$ cat config.mk
export PLATFORM = sky130hd
export DESIGN_NAME = skid_buffer
export DESIGN_NICKNAME = d
export VERILOG_FILES = /design/src/rtl/skid_buffer_pkg.sv /design/src/rtl/skid_buffer_fsm.sv /design/src/rtl/skid_buffer.sv
export SDC_FILE = /design/constraint.sdc
export NUM_CORES = 1
export LEC_CHECK = 0
export BUFFER_PORTS_ARGS = -buffer_cell sky130_fd_sc_hd__buf_4
export CAP_MARGIN = 5
export CELL_PAD_IN_SITES_DETAIL_PLACEMENT = 0
export CELL_PAD_IN_SITES_GLOBAL_PLACEMENT = 1
export CORE_AREA = 2 2 51 53
export CTS_BUF_LIST = sky130_fd_sc_hd__clkbuf_2 sky130_fd_sc_hd__clkbuf_4 sky130_fd_sc_hd__clkbuf_8
export CTS_CLUSTER_SIZE = 30
export DETAILED_ROUTE_END_ITERATION = 7
export DIE_AREA = 0 0 53 55
export PLACE_DENSITY_LB_ADDON = 0.1
export SLEW_MARGIN = 10
export SYNTH_ARGS = -nofsm -noshare
export SYNTH_HDL_FRONTEND = slang
export SYNTH_SLANG_ARGS = --single-unit
$ cat constraint.sdc
create_clock -name clk -period 1.7 [get_ports clk]
set_input_delay 0.17 -clock clk [delete_from_list [all_inputs] [get_ports clk]]
set_output_delay 0.17 -clock clk [all_outputs]
set_load 0.02 [all_outputs]
$ cat src/rtl/skid_buffer_pkg.sv
// Shared constants for the skid buffer: state encoding, occupancy width,
// main-register source select and the state-to-occupancy mapping.
package skid_buffer_pkg;

  localparam logic [1:0] STATE_EMPTY = 2'd0;
  localparam logic [1:0] STATE_BUSY  = 2'd1;
  localparam logic [1:0] STATE_FULL  = 2'd2;

  localparam int COUNT_W = 2;

  typedef enum logic {
    SRC_INPUT = 1'b0,
    SRC_SKID  = 1'b1
  } main_src_e;

  function automatic logic [COUNT_W-1:0] state_count(input logic [1:0] state);
    logic [COUNT_W-1:0] cnt;
    cnt = '0;
    case (state)
      STATE_BUSY: cnt = COUNT_W'(1);
      STATE_FULL: cnt = COUNT_W'(2);
      default:    cnt = '0;
    endcase
    return cnt;
  endfunction

endpackage

$ cat src/rtl/skid_buffer_fsm.sv
// Occupancy controller for the skid buffer. All handshake outputs are flops
// loaded from the next-state value, so neither side sees a combinational path.
//
//   state | meaning
//   EMPTY | no word held, main register invalid
//   BUSY  | one word in main register
//   FULL  | main and skid registers both hold a word, input stalled
module skid_buffer_fsm
  import skid_buffer_pkg::*;
(
  input  logic               clk,
  input  logic               reset,
  input  logic               s_valid,
  input  logic               m_ready,
  output logic               s_ready,
  output logic               m_valid,
  output logic [COUNT_W-1:0] count,
  output logic               load_main,
  output logic               load_skid,
  output main_src_e          main_src
);

  logic [1:0] state;
  logic [1:0] state_nxt;
  logic       in_xfer;
  logic       out_xfer;

  assign in_xfer  = s_valid & s_ready;
  assign out_xfer = m_valid & m_ready;

  always_comb begin
    state_nxt = state;
    load_main = 1'b0;
    load_skid = 1'b0;
    main_src  = SRC_INPUT;
    case (state)
      STATE_EMPTY: begin
        if (in_xfer) begin
          state_nxt = STATE_BUSY;
          load_main = 1'b1;
        end
      end
      STATE_BUSY: begin
        if (in_xfer && out_xfer) begin
          load_main = 1'b1;
        end else if (in_xfer) begin
          state_nxt = STATE_FULL;
          load_skid = 1'b1;
        end else if (out_xfer) begin
          state_nxt = STATE_EMPTY;
        end
      end
      STATE_FULL: begin
        // s_ready is low here, so only the consumer side can move
        if (out_xfer) begin
          state_nxt = STATE_BUSY;
          load_main = 1'b1;
          main_src  = SRC_SKID;
        end
      end
      default: state_nxt = STATE_EMPTY;
    endcase
  end

  // s_ready resets low and rises on the first edge after reset releases
  always_ff @(posedge clk or posedge reset) begin
    if (reset) begin
      state   <= STATE_EMPTY;
      s_ready <= 1'b0;
      m_valid <= 1'b0;
      count   <= '0;
    end else begin
      state   <= state_nxt;
      s_ready <= (state_nxt != STATE_FULL);
      m_valid <= (state_nxt != STATE_EMPTY);
      count   <= state_count(state_nxt);
    end
  end

endmodule

$ cat src/rtl/skid_buffer.sv
// Two-entry valid/ready register slice: main register drives m_data, skid
// register catches the one word that arrives while backpressure propagates.
module skid_buffer
  import skid_buffer_pkg::*;
#(
  parameter int WIDTH = 8
) (
  input  logic               clk,
  input  logic               reset,
  input  logic               s_valid,
  output logic               s_ready,
  input  logic [WIDTH-1:0]   s_data,
  output logic               m_valid,
  input  logic               m_ready,
  output logic [WIDTH-1:0]   m_data,
  output logic [COUNT_W-1:0] count
);

  logic             load_main;
  logic             load_skid;
  main_src_e        main_src;
  logic [WIDTH-1:0] main_q;
  logic [WIDTH-1:0] skid_q;
  logic [WIDTH-1:0] main_d;

  skid_buffer_fsm u_fsm (
    .clk       (clk),
    .reset     (reset),
    .s_valid   (s_valid),
    .m_ready   (m_ready),
    .s_ready   (s_ready),
    .m_valid   (m_valid),
    .count     (count),
    .load_main (load_main),
    .load_skid (load_skid),
    .main_src  (main_src)
  );

  assign main_d = (main_src == SRC_SKID) ? skid_q : s_data;

  always_ff @(posedge clk or posedge reset) begin
    if (reset) begin
      main_q <= '0;
      skid_q <= '0;
    end else begin
      if (load_main) main_q <= main_d;
      if (load_skid) skid_q <= s_data;
    end
  end

  assign m_data = main_q;

endmodule

==> impl_results.html <==
<table>
<tr><th>Metric</th><th>Value</th></tr>
<tr><th colspan="2">Run status</th></tr>
<tr><td>Status</td><td>completed</td></tr>
<tr><th colspan="2">Place</th></tr>
<tr><td>Final weighted congestion in routability-driven placement</td><td>around 0.71</td></tr>
<tr><td>DP Worst Slack</td><td>approximately 0.12 ns</td></tr>
<tr><td>Half-perimeter wire length of the detailed placement result</td><td>1.169 mm</td></tr>
<tr><td>Buffers on Ports</td><td>23</td></tr>
<tr><th colspan="2">Routing</th></tr>
<tr><td>Pre-antenna DRT Iters</td><td>2</td></tr>
<tr><td>Routed metal-1 wire length</td><td>719 µm</td></tr>
<tr><td>Final routed wire length divided by cell count</td><td>~13 µm</td></tr>
<tr><td>Detail-routed via count per cell</td><td>4.976</td></tr>
<tr><td>Sum of routed wire length over all layers</td><td>1.606 mm</td></tr>
<tr><td>Met2 routed wirelength</td><td>800 µm</td></tr>
<tr><td>Uppermost layer routed</td><td>met4</td></tr>
<tr><td>Met3 wire length</td><td>between 70 and 80 µm</td></tr>
<tr><td>Via count</td><td>622</td></tr>
<tr><td>ANT nets after route</td><td>0</td></tr>
<tr><td>Drt drc</td><td>0</td></tr>
<tr><td>DRT iter0 DRCs</td><td>5</td></tr>
<tr><th colspan="2">Floorplan</th></tr>
<tr><td>Number of cell rows</td><td>18</td></tr>
<tr><td>Die width</td><td>53 µm</td></tr>
<tr><td>Count of pins on the block boundary</td><td>24</td></tr>
<tr><td>Core region area</td><td>~2400 µm²</td></tr>
<tr><td>Starting utilization of the core area</td><td>42.33%</td></tr>
<tr><td>Area of the die</td><td>2915 µm²</td></tr>
<tr><td>Vertical extent of the die</td><td>55 µm</td></tr>
<tr><th colspan="2">Cells and area</th></tr>
<tr><td>Most frequent cells in the layout</td><td>sky130_fd_sc_hd__buf_4, sky130_fd_sc_hd__dfrtp_1, sky130_fd_sc_hd__mux2_2</td></tr>
<tr><td>Most common cell after layout, fill and taps aside</td><td>sky130_fd_sc_hd__buf_4</td></tr>
<tr><td>Syn-to-layout area delta</td><td>24.12%</td></tr>
<tr><td>Antenna Diode Count</td><td>0</td></tr>
<tr><td>Final net count</td><td>roughly 110</td></tr>
<tr><td>Share of post-route cells with drive strength above 1</td><td>about half</td></tr>
<tr><td>Fill count</td><td>223</td></tr>
<tr><th colspan="2">Logic synthesis</th></tr>
<tr><td>Number of synthesis warnings</td><td>0</td></tr>
<tr><td>Post-synthesis average cell area</td><td>14.72 µm²</td></tr>
<tr><td>Part of the Yosys area used for sequential elements</td><td>around 55%</td></tr>
<tr><td>Seq cells post-synth</td><td>22</td></tr>
<tr><td>Number of nets produced by synthesis</td><td>80</td></tr>
<tr><td>Cell variety after synth</td><td>21</td></tr>
<tr><td>Cell area after technology mapping</td><td>1001 µm²</td></tr>
<tr><td>Number of cells produced by synthesis</td><td>around 70</td></tr>
<tr><th colspan="2">Global routing</th></tr>
<tr><td>Remaining global-route overflow</td><td>0</td></tr>
<tr><td>Initial antenna violation count</td><td>0</td></tr>
<tr><td>Pin count of the biggest net entering global routing</td><td>23</td></tr>
<tr><td>Vias in the first global route</td><td>591</td></tr>
<tr><td>Tot GR Track Use</td><td>13.27%</td></tr>
<tr><td>First-pass GRT wire length</td><td>2.656 mm</td></tr>
<tr><th colspan="2">Power and ir drop</th></tr>
<tr><td>Switching power</td><td>approximately 0.00076 W</td></tr>
<tr><td>Static leakage</td><td>0.5968 nW</td></tr>
<tr><td>Seq pwr share</td><td>42.9%</td></tr>
<tr><td>Cell-internal power</td><td>between 0.001 and 0.0015 W</td></tr>
<tr><td>Total power density per cell area</td><td>approximately 1800 nW/µm²</td></tr>
<tr><td>Combinational group share of total power</td><td>around 47%</td></tr>
<tr><td>Clock network fraction of design power</td><td>under 10%</td></tr>
<tr><td>VDD IR max</td><td>0.0009831 V</td></tr>
<tr><td>Switching share of total power</td><td>34.20%</td></tr>
<tr><th colspan="2">Clocking</th></tr>
<tr><td>Number of buffers created by CTS</td><td>3</td></tr>
<tr><td>Clock transition at the register clock pins on the worst setup and hold paths after CTS</td><td>0.11 ns</td></tr>
<tr><td>Count of clock tree sinks</td><td>22</td></tr>
<tr><td>Post-CTS Resized</td><td>0</td></tr>
<tr><td>Post-CTS Repair Setup Buffers</td><td>0</td></tr>
<tr><td>TritonCTS clock tree</td><td>built</td></tr>
<tr><td>Clock latency on the worst-skew pair</td><td>0.29 ns</td></tr>
<tr><td>Clock Tree Buf Depth</td><td>2</td></tr>
<tr><td>CTS Root Cell</td><td>sky130_fd_sc_hd__clkbuf_4</td></tr>
<tr><td>Clock H-tree levels</td><td>1</td></tr>
<tr><th colspan="2">STA</th></tr>
<tr><td>Count of pins over their slew limit</td><td>0</td></tr>
<tr><td>Achievable Freq</td><td>630.1 MHz</td></tr>
<tr><td>Shortest period the worst path allows</td><td>1.587 ns</td></tr>
<tr><td>Setup tns final</td><td>0 ns</td></tr>
<tr><td>Number of endpoints failing setup at the final stage</td><td>0</td></tr>
<tr><td>RSZ-0062 raised after global routing</td><td>no</td></tr>
<tr><td>Final Hold Fails</td><td>0</td></tr>
<tr><td>Worst setup skew after layout</td><td>0.004917 ns</td></tr>
<tr><td>Fraction of the cycle the final worst path needs</td><td>between 90% and 100%</td></tr>
<tr><td>Transition time at the pin with the least slew margin</td><td>0.5214 ns</td></tr>
<tr><td>Max transition margin</td><td>65.14%</td></tr>
<tr><td>Worst Setup Slack, final</td><td>0.1130 ns</td></tr>
<tr><th colspan="2">Critical path</th></tr>
<tr><td>Classification of the worst setup path</td><td>reg2reg</td></tr>
<tr><td>Arrival time worst endpoint</td><td>1.77 ns</td></tr>
<tr><td>Endpoint type of the worst setup path</td><td>flop</td></tr>
<tr><td>Kind of start point of the critical path</td><td>flop</td></tr>
<tr><td>Crit-path max FO</td><td>11</td></tr>
<tr><td>Req. time, crit path</td><td>1.88 ns</td></tr>
<tr><th colspan="2">Hold path</th></tr>
<tr><td>Worst Hold Class</td><td>in2reg</td></tr>
<tr><th colspan="2">Run</th></tr>
<tr><td>Max Cap Violations</td><td>0</td></tr>
</table>
state kept, by name, indices dropped and copies added (netlist names):
register,count
skid_q,8
u_fsm.count,2
m_data,8
u_fsm.state,2
u_fsm.m_valid,1
u_fsm.s_ready,1
synthesized netlist by cell type:
cell,count,share of area (%)
sky130_fd_sc_hd__a21boi_2,1,1.1
sky130_fd_sc_hd__buf_2,1,0.50
sky130_fd_sc_hd__buf_4,1,0.75
sky130_fd_sc_hd__o211ai_2,1,1.2
sky130_fd_sc_hd__and2b_1,1,0.75
sky130_fd_sc_hd__o21bai_1,1,0.75
sky130_fd_sc_hd__mux2_2,9,10
sky130_fd_sc_hd__a21oi_1,1,0.50
sky130_fd_sc_hd__o211ai_1,2,1.5
sky130_fd_sc_hd__nand4b_1,1,0.88
sky130_fd_sc_hd__nand4_1,1,0.63
sky130_fd_sc_hd__nand4bb_1,1,1.1
sky130_fd_sc_hd__mux2_4,7,10
sky130_fd_sc_hd__or3b_1,1,0.88
sky130_fd_sc_hd__mux2_1,8,9.0
sky130_fd_sc_hd__nand2_1,5,1.9
sky130_fd_sc_hd__a21boi_0,1,0.75
sky130_fd_sc_hd__and2_1,1,0.63
sky130_fd_sc_hd__buf_6,1,1.1
sky130_fd_sc_hd__dfrtp_1,22,55
sky130_fd_sc_hd__inv_1,1,0.37
what timing repair did:
action / in CTS / in global routing
endpoints found under the setup margin: 0 / 0
hold buffers: 1 / 0
hold endpoints to repair: 22 / 0
cell type report:
cell class	count	area (µm²)	area share [%]
inverters	1	3.754	0.3021
flip-flops and latches	22	550.5	44.31
clock buffers	3	22.52	1.813
well taps	30	37.54	3.021
multi-input cells	42	422.9	34.04
repair buffers	27	205.2	16.52
worst paths after layout:
| path | slack (ns) | cells past startpoint | end | start |
|---|---|---|---|---|
| max in group asynchronous | 1.04 | 4 | m_data[6] | reset |
| worst min register to register | 0.50 | 1 | skid_q[2] | skid_q[2] |
| worst max register to register | 0.11 | 4 | skid_q[6] | u_fsm.m_valid |
| worst min-delay path | 0.09 | 2 | skid_q[2] | s_data[2] |
| worst max-delay path | 0.11 | 4 | skid_q[6] | u_fsm.m_valid |
| min in group asynchronous | 0.45 | 4 | m_data[2] | reset |
cell families after synthesis:
| group | Yosys count | synth area share [%] |
|---|---|---|
| DFF | 22 | 55.00 |
| and+or+nand+nor | 11 | 6.752 |
| muxes | 24 | 29.63 |
| buffers and inverters | 4 | 2.749 |
| AOI/OAI and AO/OA | 7 | 5.874 |
layer usage:
layer,global-route usage [%],vias to the layer above
met2,19.79,11
met1,17.98,311
met5,0,-
met3,3.495,2
met4,6.410,0
li1,-,298
critical path, stage by stage (launching register included):
cell and delay [ns]:
sky130_fd_sc_hd__dfrtp_1 0.44, sky130_fd_sc_hd__a21boi_2 0.18, sky130_fd_sc_hd__or3b_1 0.35, sky130_fd_sc_hd__buf_4 0.20
sky130_fd_sc_hd__mux2_4 0.31
metrics by stage:
step	hold slack, ns	instance area (µm²)	cells	total power, W	utilization (%)
after floorplan	0.1592	1001	68	0.001669	-
after detailed placement	0.2286	1210	121	0.002021	51.16
after CTS	0.08240	1242	125	0.002247	52.54
after global placement	0.2301	1210	121	0.002001	51.16
final	0.09039	1242	125	0.002214	52.54
after global routing	0.08463	1242	125	0.002384	52.54
power groups by stage:
stage | clock (W) | combinational (W) | sequential, W
2_1_floorplan | 0 | 0.000577 | 0.00109
6_report | 0.000219 | 0.00104 | 0.000951
3_3_place_gp | 0 | 0.00105 | 0.000951
3_5_place_dp | 0 | 0.00106 | 0.000959
4_1_cts | 0.000232 | 0.00106 | 0.000953
5_1_grt | 0.000258 | 0.00113 | 0.000992
(Power assumes the default switching activity.)
